[src/rtl/ppfifo_pkg.sv]
// Shared definitions for the ping-pong FIFO writer and reader sides.
// Holds the FSM encoding, channel constants and the burst-length clamp helper.
package ppfifo_pkg;

    typedef enum logic [1:0] {
        StIdle    = 2'd0,
        StWrite   = 2'd1,
        StDrain   = 2'd2,
        StRelease = 2'd3
    } ppfifo_state_e;

    localparam logic CH0 = 1'b0;
    localparam logic CH1 = 1'b1;

    // Usable burst length: the programmed size clamped to the physical half depth.
    function automatic logic [15:0] min_size(input logic [15:0] size, input int unsigned depth);
        if ({16'd0, size} < depth) begin
            return size;
        end
        return depth[15:0];
    endfunction

endpackage

[src/rtl/ppfifo_ch_select.sv]
// Picks which FIFO half a new burst takes, alternating when both halves are ready.
module ppfifo_ch_select
    import ppfifo_pkg::*;
(
    input  logic       i_clk,
    input  logic       i_rst_n,
    input  logic [1:0] i_wr_ready,
    input  logic       i_take,
    output logic       o_ch
);

    logic r_next;

    always_comb begin
        case (i_wr_ready)
            2'b01:   o_ch = CH0;
            2'b10:   o_ch = CH1;
            default: o_ch = r_next;
        endcase
    end

    // Whichever half is taken, the other is preferred the next time both are ready.
    always_ff @(posedge i_clk or negedge i_rst_n) begin
        if (!i_rst_n) begin
            r_next <= CH0;
        end else if (i_take) begin
            r_next <= ~o_ch;
        end
    end

endmodule

[src/rtl/ppfifo_stream_writer.sv]
// Converts a valid/ready word stream into activate/strobe bursts on a ping-pong FIFO
// write port; bursts close on size limit, i_s_last or an input-idle timeout.
module ppfifo_stream_writer
    import ppfifo_pkg::*;
#(
    parameter int unsigned DATA_WIDTH     = 8,
    parameter int unsigned ADDR_WIDTH     = 8,
    parameter int unsigned TIMEOUT_CYCLES = 16
) (
    input  logic                  i_clk,
    input  logic                  i_rst_n,
    input  logic                  i_s_valid,
    output logic                  o_s_ready,
    input  logic [DATA_WIDTH-1:0] i_s_data,
    input  logic                  i_s_last,
    input  logic [1:0]            i_wr_ready,
    output logic [1:0]            o_wr_activate,
    output logic [DATA_WIDTH-1:0] o_wdata,
    output logic                  o_wstrobe,
    input  logic [15:0]           i_wr_fifo_size,
    output logic                  o_busy,
    output logic                  o_burst_done,
    output logic [15:0]           o_burst_len
);

    localparam int unsigned HALF_DEPTH = 32'd1 << ADDR_WIDTH;

    ppfifo_state_e         r_state;
    ppfifo_state_e         w_state_next;
    logic                  r_ch;
    logic [15:0]           r_limit;
    logic [15:0]           r_count;
    logic [31:0]           r_idle;
    logic [DATA_WIDTH-1:0] r_wdata;
    logic                  r_wstrobe;
    logic [15:0]           r_burst_len;

    logic [15:0]           w_limit;
    logic                  w_ch_sel;
    logic                  w_start;
    logic                  w_accept;
    logic                  w_end_word;
    logic                  w_timeout;

    ppfifo_ch_select u_ch_select (
        .i_clk      (i_clk),
        .i_rst_n    (i_rst_n),
        .i_wr_ready (i_wr_ready),
        .i_take     (w_start),
        .o_ch       (w_ch_sel)
    );

    always_comb begin
        w_limit    = min_size(i_wr_fifo_size, HALF_DEPTH);
        w_start    = (r_state == StIdle) && i_s_valid && (i_wr_ready != 2'b00)
                     && (w_limit != 16'd0);
        w_accept   = (r_state == StWrite) && i_s_valid;
        w_end_word = w_accept && ((r_count + 16'd1 == r_limit) || i_s_last);
        // Idle timeout only matters once the burst holds data worth handing over.
        w_timeout  = (TIMEOUT_CYCLES != 32'd0) && (r_state == StWrite) && !w_accept
                     && (r_count != 16'd0) && (r_idle + 32'd1 == TIMEOUT_CYCLES);
    end

    always_comb begin
        w_state_next  = r_state;
        o_s_ready     = 1'b0;
        o_wr_activate = 2'b00;
        o_busy        = 1'b1;
        o_burst_done  = 1'b0;
        unique case (r_state)
            StIdle: begin
                o_busy = 1'b0;
                if (w_start) begin
                    w_state_next = StWrite;
                end
            end
            StWrite: begin
                o_s_ready     = 1'b1;
                o_wr_activate = (r_ch == CH1) ? 2'b10 : 2'b01;
                if (w_end_word || w_timeout) begin
                    w_state_next = StDrain;
                end
            end
            StDrain: begin
                o_wr_activate = (r_ch == CH1) ? 2'b10 : 2'b01;
                w_state_next  = StRelease;
            end
            StRelease: begin
                o_burst_done = 1'b1;
                w_state_next = StIdle;
            end
            default: begin
                w_state_next = StIdle;
            end
        endcase
    end

    always_ff @(posedge i_clk or negedge i_rst_n) begin
        if (!i_rst_n) begin
            r_state     <= StIdle;
            r_ch        <= CH0;
            r_limit     <= 16'd0;
            r_count     <= 16'd0;
            r_idle      <= 32'd0;
            r_wdata     <= '0;
            r_wstrobe   <= 1'b0;
            r_burst_len <= 16'd0;
        end else begin
            r_state   <= w_state_next;
            r_wstrobe <= w_accept;
            if (w_accept) begin
                r_wdata <= i_s_data;
            end
            if (w_start) begin
                r_ch    <= w_ch_sel;
                r_limit <= w_limit;
                r_count <= 16'd0;
                r_idle  <= 32'd0;
            end else if (w_accept) begin
                r_count <= r_count + 16'd1;
                r_idle  <= 32'd0;
            end else if ((r_state == StWrite) && (r_idle != TIMEOUT_CYCLES)) begin
                r_idle  <= r_idle + 32'd1;
            end
            // Loaded on the way into release so the length is valid alongside the done pulse.
            if (r_state == StDrain) begin
                r_burst_len <= r_count;
            end
        end
    end

    assign o_wdata     = r_wdata;
    assign o_wstrobe   = r_wstrobe;
    assign o_burst_len = r_burst_len;

endmodule

[config.mk]
export PLATFORM = sky130hd
export DESIGN_NAME = ppfifo_stream_writer
export DESIGN_NICKNAME = d
export VERILOG_FILES = /design/src/rtl/ppfifo_pkg.sv /design/src/rtl/ppfifo_ch_select.sv /design/src/rtl/ppfifo_stream_writer.sv
export SDC_FILE = /design/constraint.sdc
export NUM_CORES = 1
export LEC_CHECK = 0
export BUFFER_PORTS_ARGS = -buffer_cell sky130_fd_sc_hd__buf_4
export CELL_PAD_IN_SITES_DETAIL_PLACEMENT = 1
export CELL_PAD_IN_SITES_GLOBAL_PLACEMENT = 1
export CORE_AREA = 3 3 113 115
export CTS_CLUSTER_DIAMETER = 80
export DETAILED_ROUTE_END_ITERATION = 10
export DIE_AREA = 0 0 116 118
export GPL_ROUTABILITY_DRIVEN = 0
export PLACE_DENSITY = 0.89
export SKIP_CTS_REPAIR_TIMING = 1
export SLEW_MARGIN = 10
export SYNTH_ARGS = -nofsm -noshare
export SYNTH_HDL_FRONTEND = slang
export SYNTH_SLANG_ARGS = --single-unit
[constraint.sdc]
create_clock -name i_clk -period 3.2 [get_ports i_clk]
set_clock_uncertainty 0.1 [all_clocks]
set_input_delay 0.16 -clock i_clk [delete_from_list [all_inputs] [get_ports i_clk]]
set_output_delay 0.16 -clock i_clk [all_outputs]
set_load 0.005 [all_outputs]
==> results.toml, run 1 <==
[die]
die_area_um2 = 13700
coreArea_um2 = 11900
start_util_pct = 45.5
io_pins = 60
die_y_um = 118
rows = 40
die_w_um = 116

[power_and_ir_drop]
ir_drop_mv = 0.377
p_leak_nw = 2.95
power_density_nw_per_um2 = 563

[sta]
max_slew.worst_pin.slew_ns = 0.830
worst_slack_ns = 0.00595
max_freq_mhz = 313
period_needed_ns = 3.19
drv_slew = 0
fin_crit_sh_pct = 99.8
relSlewSlack_pct = 44.7
tns_ns = 0
setup_violations = 0
finalHoldViolations = 0

[setup_path]
r2r_cells = 9
crit_path_end = "r_state[1]"
critPathLaunch = "r_idle[17]"
rrSetupSlack_ns = 0.006
r2r_end = "r_state[1]"
worstSetupPathType = "reg2reg"
critPathLaunchType = "flip-flop"
worstPathArrival_ns = 3.33
worstPathMaxFanout = 6
r2r_start = "r_idle[17]"
cp.required_ns = 3.34
endpoint_kind = "flip-flop"

[job]
cap_violations = 0

[yosys]
synthFlopType = "dfrtp_1"
synth_fp_nets = 624
synth-edff-count = 0
async_reset_ff_share_pct = 100
syn_avg_cell_area_um2 = 9.30
synthCells = 583
synth_seq_area_share_pct = 42.9
synth_cell_type_count = 59
synth.area.top_cells = "dfrtp_1, mux2_2, xor2_1, xnor2_1, nor2_1"
ys_warn_count = 0
synth_top_cell_by_area = "dfrtp_1"
syn_area_um2 = 5420
synth_top_area_share_pct = 42.9
ys_ff_latch = 93

[global_routing]
grt_usage_pct = 23.4
top_usage_layer = "met2"
grt_max_degree = 37
use_met2_pct = 38.0
antenna_found_initial = 0
grt_pass1_vias = 4963
grt_overflow = 0
met1_usage_pct = 31.3
grt_use_met3_pct = 3.96
grt_pass1_wl_um = 25600

[hold_path]
hold_class = "in2async"

[place]
placed_area_um2 = 6010
io_buffers = 59
dp_slack_ns = 0.0397
dp_hpwl_um = 11000

[cells_and_area]
design_area_um2 = 6490
nNetsFinal = 687
insertedDiodeCount = 0
multi_input_area_um2 = 2900
drive_gt1_share_pct = 20.3
fillers = 1360
synthToLayoutAreaGrowth_pct = 19.8
regArea_um2 = 2330

[clock_network]
path_clk_slew_ns = 0.08
clock-sinks = 93
cts_tree = "built"
insertion_delay_ns = 0.36
cts-buffers-inserted = 9
cts_root_buf = "clkbuf_16"
max-clock-path-buffers = 2
htreeDepth = 3

[routing]
wl_per_cell_um = 20.5
via_count = 4726
wl_um = 16300
drtIter0Drc = 237
avgViaCountPerCell = 5.92
ant_nets = 0
drc_errors = 0
firstDrtPassIters = 5

[run_status]
status = "finished, final reports clean"
## cell families (layout without fill, tap and decap cells)
| group | Yosys count | in the layout | synth area share (%) |
|---|---|---|---|
| AOI/OAI and AO/OA | 48 | 48 | 6.03 |
| xor gates and xnor gates | 70 | 70 | 11.3 |
| adders and majority gates | 11 | 11 | 2.54 |
| buffers and inverters | 58 | 126 | 4.34 |
| DFF | 93 | 93 | 42.9 |
| muxes | 32 | 32 | 6.58 |
| and+or+nand+nor | 271 | 271 | 26.3 |
## Yosys cell counts, types with 3 or more instances
cell type / instances
a21oi_1: 10
a31oi_1: 3
and2_1: 9
and3_1: 11
and4_1: 8
clkbuf_1: 33
dfrtp_1: 93
ha_1: 11
inv_1: 18
mux2_2: 28
mux2i_1: 3
nand2_1: 55
nand3_1: 34
nand4_1: 24
nor2_1: 68
nor2b_1: 5
nor3_1: 10
nor3b_1: 4
nor4_1: 15
nor4b_1: 4
o2111ai_1: 3
o21ai_0: 12
o31ai_1: 3
or3_1: 6
or4_1: 3
xnor2_1: 34
xor2_1: 36
## worst min path at each step
stage | endpoint | cells past startpoint | start
3_3_place_gp | o_burst_len[8] | 1 | i_rst_n
4_1_cts | r_limit[7] | 1 | i_rst_n
3_5_place_dp | r_count[8] | 1 | i_rst_n
2_1_floorplan | o_burst_len[0] | 0 | i_rst_n
6_report | r_limit[7] | 2 | i_rst_n
5_1_grt | r_count[2] | 2 | i_rst_n
## through the flow
step | cells | hold slack, ns | power, mW | util [%]
floorplan | 583 | -0.236 | 2.06 | -
global placement | 765 | -0.0242 | 2.48 | 50.4
detailed placement | 765 | -0.0151 | 2.55 | 50.4
CTS | 781 | -0.391 | 3.60 | 52.8
global route | 798 | 0.187 | 3.83 | 54.5
finish | 798 | 0.148 | 3.65 | 54.5
## layer usage
metal	vias to the layer above	routed length, um	share of wire [%]
met4	0	527	3.2
met5	-	0	0
met2	158	8080	49
li1	2155	-	-
met3	40	790	4.8
met1	2373	6930	42
## state kept, by name, summed over array words and instances, names as in the netlist
| signal | cells |
|---|---|
| o_wdata | 8 |
| o_burst_len | 16 |
| r_state | 2 |
| r_limit | 16 |
| r_ch | 1 |
| r_idle | 32 |
| u_ch_select.r_next | 1 |
| r_count | 16 |
| o_wstrobe | 1 |
## layout by cell type (no fill, tap or decap), types with 3 or more instances in the layout
cell	count
a21oi_1	10
a31oi_1	3
and2_1	9
and3_1	11
and4_1	8
buf_4	75
clkbuf_16	9
dfrtp_1	91
dlygate4sd3_1	17
ha_1	11
inv_1	18
mux2_2	28
mux2i_1	3
nand2_1	55
nand3_1	34
nand4_1	24
nor2_1	68
nor2b_1	5
nor3_1	8
nor3_2	3
nor3b_1	4
nor4_1	15
nor4b_1	3
o2111ai_1	3
o21ai_0	12
o31ai_1	3
or3_1	6
or4_1	3
xnor2_1	34
xor2_1	36
## worst max-delay path, cell delays in order, from the launching register on
cell	delay (ns)
dfrtp_1	0.48
nand3_2	0.16
or4_1	0.55
buf_4	0.21
nor4b_2	0.35
xor2_1	0.16
nor3_2	0.13
nand4b_1	0.21
o31ai_4	0.35
mux2_1	0.36
## area by class of cell
cell class	instances	share of cell area, %
Multi-Input combinational cell	432	44.6
Sequential cell	93	35.9
Inverter	18	1.04
Timing Repair Buffer	92	11.3
Clock inverter	5	0.636
Tap cell	147	2.83
Clock buffer	11	3.74
## power by group
group	internal (mW)	switching [mW]
sequential	1.32	0.152
clock	0.556	0.494
combinational	0.517	0.614
(Power assumes the default switching activity.)
==> run 2: changes to the inputs <==
- CTS_CLUSTER_SIZE: unset -> 20
- REMOVE_ABC_BUFFERS: unset -> 1
==> run 2 against run 1 <==
Largest cell class unchanged. Via count grew 0.97%. Wire length grew 2.2%. First-iteration DRC count up 23%. Flip-flop and latch count did not move. Critical path depth is 1 lower. Setup slack better by 0.16 ns. Cell count is 1.1% higher. Combinational power grew 4%. Register-to-register slack gained 0.16 ns. Non-clock buffer count is 9 higher.
==> results.toml, run 2 (synthesis gave the netlist of run 1 again) <==
[setup_path]
worstSetupPathType = "reg2reg"
worstPathArrival_ns = 3.18
cp_cell_sequence = "nand4_2 > or4_4 > nor2_1 > mux2_2 > nor3_1 > o2111ai_1 > o31ai_2 > mux2_1"
cpMaxStageDelayCell = "or4_4"
critPathLaunchType = "flip-flop"
critPathMaxStageDelay_ns = 0.65
endpoint_kind = "flip-flop"
worstPathMaxFanout = 8
cp.required_ns = 3.34

[sta]
worst_slack_ns = 0.164
drv_slew = 0
max_freq_mhz = 329
rsz0062_at_grt = "false"
fin_crit_sh_pct = 94.9
relSlewSlack_pct = 35.1
period_needed_ns = 3.04
finalHoldViolations = 0
max_slew.worst_pin.slew_ns = 0.973
setup_violations = 0

[global_routing]
grt_overflow = 0
grt_pass1_wl_um = 26200
grt_max_degree = 35
antenna_found_initial = 0
grt_pass1_vias = 5010
grt_usage_pct = 24.2

[cells_and_area]
insertedDiodeCount = 0
drive_gt1_share_pct = 21.7
layout_common_cells = "dfrtp_1, buf_4, nor2_1, nand2_1, xor2_1"
final_common_cell = "dfrtp_1"
regMostFlops = "r_idle"
synthToLayoutAreaGrowth_pct = 20.6
nNetsFinal = 696
finalCoreUtilization_pct = 54.9
largest_reg_flops = 32

[job]
cap_violations = 0

[routing]
wl_per_cell_um = 20.7
ant_nets = 0
avgViaCountPerCell = 5.91
firstDrtPassIters = 4
via_count = 4772
drtIter0Drc = 292
drc_errors = 0
wl_um = 16700

[clock_network]
cts-buffers-inserted = 9
htreeDepth = 3
cts_root_buf = "clkbuf_16"
clock-sinks = 93
cts_tree = "built"
insertion_delay_ns = 0.36
max-clock-path-buffers = 2
path_clk_slew_ns = 0.07

[power_and_ir_drop]
p_leak_nw = 2.99
ir_drop_mv = 0.382
p_int_mw = 2.40
sw_frac_of_total_pct = 34.8
p_sw_mw = 1.28
power_density_nw_per_um2 = 563
p_comb_share_pct = 32.0
power.share.clock_pct = 28.4
pwr-share-seq_pct = 39.6

[die]
die_y_um = 118
rows = 40
coreArea_um2 = 11900
io_pins = 60
die_area_um2 = 13700
die_w_um = 116
start_util_pct = 45.5

[place]
dp_slack_ns = 0.0391
io_buffers = 59
dp_hpwl_um = 11000

[run_status]
status = "finished, final reports clean"

[hold_path]
hold_class = "in2reg"
run 2: changes by cell type in the layout (fill, tap and decap cells not counted), sizes merged:
| cell | before | now |
|---|---|---|
| buf | 75 | 86 |
| clkinv | 1 | 2 |
| dlygate4sd3 | 17 | 15 |
| clkbuf | 11 | 10 |
| clkinvlp | 2 | 1 |
| inv | 20 | 21 |
run 2: critical path, delay by kind of cell, from the launching register on:
kind	cells	cell delay (ns)
AOI/OAI and AO/OA	2	0.45
DFF	1	0.46
muxes	2	0.72
and+or+nand+nor	4	1.19
run 2: layer usage:
layer,GRT usage (%),part of all wire (%),vias to the layer above
met1,31.0,42,2396
met5,0,0,-
met2,39.7,51,163
li1,-,-,2169
met3,4.58,4.4,44
met4,10.4,3.2,0
run 2: final cells by class:
| class | count | area (um^2) |
|---|---|---|
| Clock inverter | 6 | 53.8 |
| Clock buffer | 10 | 229 |
| Multi-Input combinational cell | 432 | 2880 |
| Inverter | 18 | 67.6 |
| Tap cell | 147 | 184 |
| Sequential cell | 93 | 2330 |
| Timing Repair Buffer | 101 | 796 |
| Fill cell | 1368 | 5370 |
run 2: final timing paths:
check | cells past startpoint | to | slack [ns] | start
max in group asynchronous | 3 | r_limit[9] | 2.00 | i_rst_n
min in group asynchronous | 2 | r_idle[30] | 0.19 | i_rst_n
max reg2reg | 8 | r_state[1] | 0.16 | r_idle[13]
max | 8 | r_state[1] | 0.16 | r_idle[13]
min reg2reg | 1 | r_limit[14] | 0.41 | r_limit[14]
min | 3 | r_limit[1] | 0.009 | i_wr_fifo_size[1]
run 2: power by group through the flow:
stage,Sequential [mW],Combinational (mW),Clock (mW)
after CTS,1.45,1.14,1.06
after detailed placement,1.47,1.11,0
after floorplan,1.45,0.578,0
after global placement,1.45,1.06,0
final,1.46,1.18,1.05
after global routing,1.48,1.27,1.11
run 2: stage by stage:
stage | hold slack, ns | instances | TNS (ns) | area, um^2 | power, mW
2_1_floorplan | -0.236 | 543 | -0.161 | 5250 | 2.03
3_3_place_gp | 0.0328 | 774 | 0 | 6070 | 2.51
3_5_place_dp | 0.0448 | 774 | 0 | 6070 | 2.58
4_1_cts | -0.340 | 790 | 0 | 6360 | 3.65
5_1_grt | 0.00389 | 807 | 0 | 6540 | 3.86
6_report | 0.00884 | 807 | 0 | 6540 | 3.68
==> run 3: changes to the inputs <==
- CORE_AREA: 3 3 113 115 -> 5 5 115 117
- DIE_AREA: 0 0 116 118 -> 0 0 120 122
==> run 3 against run 2 <==
Critical path type unchanged. Critical endpoint unchanged. Core utilization is 1.8 points lower. The flow now finishes with violations (hold timing). Sequential share of layout area is 0.14 points higher. Clock power grew 7%. Highest routed layer unchanged. Via count is 1.7% lower. Power is 1.2% higher. Critical path depth increased by 1.
==> results.toml, run 3 (synthesis gave the netlist of run 1 again) <==
[cells_and_area]
insertedDiodeCount = 0
layout_common_cells = "dfrtp_1, buf_4, nor2_1, nand2_1, xor2_1"
drive_gt1_share_pct = 20.4
synthToLayoutAreaGrowth_pct = 20.1
largest_reg_flops = 32
final_common_cell = "dfrtp_1"
regMostFlops = "r_idle"
nNetsFinal = 688

[setup_path]
worstPathArrival_ns = 3.13
r2r_cells = 9
rrSetupSlack_ns = 0.20
endpoint_kind = "flip-flop"
worstSetupPathType = "reg2reg"
critPathLaunchType = "flip-flop"
r2r_start = "r_idle[0]"
worstPathMaxFanout = 7
cp.required_ns = 3.33
r2r_end = "r_state[1]"

[clock_network]
max-clock-path-buffers = 2
cts-buffers-inserted = 9
cts_root_buf = "clkbuf_16"
cts_tree = "built"
insertion_delay_ns = 0.35
htreeDepth = 3
clock-sinks = 93
path_clk_slew_ns = 0.07

[die]
coreArea_um2 = 12300
die_w_um = 120
die_area_um2 = 14600
start_util_pct = 44.2
die_y_um = 122
io_pins = 60
rows = 41

[routing]
drc_errors = 0
via_count = 4689
avgViaCountPerCell = 5.85
drtIter0Drc = 258
wl_per_cell_um = 20.0
ant_nets = 0
wl_um = 16000
firstDrtPassIters = 4

[sta]
tns_ns = 0
max_slew.worst_pin.slew_ns = 0.910
max_freq_mhz = 333
fin_crit_sh_pct = 93.7
rsz0062_at_grt = "false"
drv_slew = 0
setup_violations = 0
period_needed_ns = 3.00
worst_slack_ns = 0.201
whs_ns = -0.0150
finalHoldViolations = 1
relSlewSlack_pct = 39.3

[global_routing]
grt_overflow = 0
grt_pass1_wl_um = 25100
grt_max_degree = 63
antenna_found_initial = 0
grt_usage_pct = 21.7
grt_pass1_vias = 4960

[power_and_ir_drop]
finalPower_mw = 3.72
ir_drop_mv = 0.460
power_density_nw_per_um2 = 572
p_leak_nw = 2.96

[hold_path]
hold_depth = 3
min_from = "i_wr_fifo_size[0]"
hold-path-endpoint = "r_limit[0]"
hold_class = "in2reg"

[place]
dp_slack_ns = 0.155
dp_hpwl_um = 10900
io_buffers = 59

[job]
cap_violations = 0

[run_status]
violations = "hold timing"
status = "finished with violations"
run 3: cell type report:
cell class                 instances  area [um^2]
clock buffer                      12          256
clock inverter                     4         55.1
fill                            1396         5750
inverter                          18         67.6
multi-input combinational        432         2880
sequential                        93         2330
tap                              150          188
timing repair buffer              93          736
run 3: power breakdown:
| part | switching (mW) | internal, mW | leakage [nW] |
|---|---|---|---|
| registers | 0.132 | 1.32 | 1.27 |
| logic | 0.629 | 0.524 | 1.54 |
| clock network | 0.465 | 0.653 | 0.149 |
| total | 1.23 | 2.50 | 2.96 |
run 3: through the flow:
stage | cells | instance area, um^2 | hold slack, ns | util [%]
floorplan | 543 | 5250 | -0.236 | -
global placement | 770 | 6020 | 0.184 | 49.1
detailed placement | 770 | 6020 | 0.198 | 49.1
CTS | 786 | 6340 | -0.173 | 51.7
global route | 802 | 6510 | 0.00351 | 53.1
finish | 802 | 6510 | -0.0150 | 53.1
run 3: layer usage:
metal / track usage [%] / up-vias / share of wire (%)
met1: 26.5 / 2355 / 41
met2: 37.4 / 137 / 51
li1: - / 2156 / -
met5: 0 / - / 0
met3: 4.04 / 41 / 4.8
met4: 9.45 / 0 / 3.4
run 3: worst max-delay path: stages, from the launching register on:
cell,delay (ns)
dfrtp_1,0.43
ha_1,0.28
and4_1,0.29
and3_1,0.26
and4_1,0.23
or3_1,0.30
o21ai_0,0.18
o2111ai_1,0.17
o31ai_2,0.26
mux2_1,0.37
run 3: worst max path at each step:
stage / from / endpoint / slack (ns) / cells past startpoint
6_report: r_idle[0] / r_state[1] / 0.20 / 9
3_5_place_dp: r_idle[13] / r_state[1] / 0.15 / 9
4_1_cts: r_idle[0] / r_state[1] / 0.11 / 9
5_1_grt: r_idle[0] / r_state[1] / 0.04 / 9
3_3_place_gp: r_idle[0] / r_state[1] / 0.27 / 9
2_1_floorplan: r_state[0] / r_state[1] / -0.16 / 8
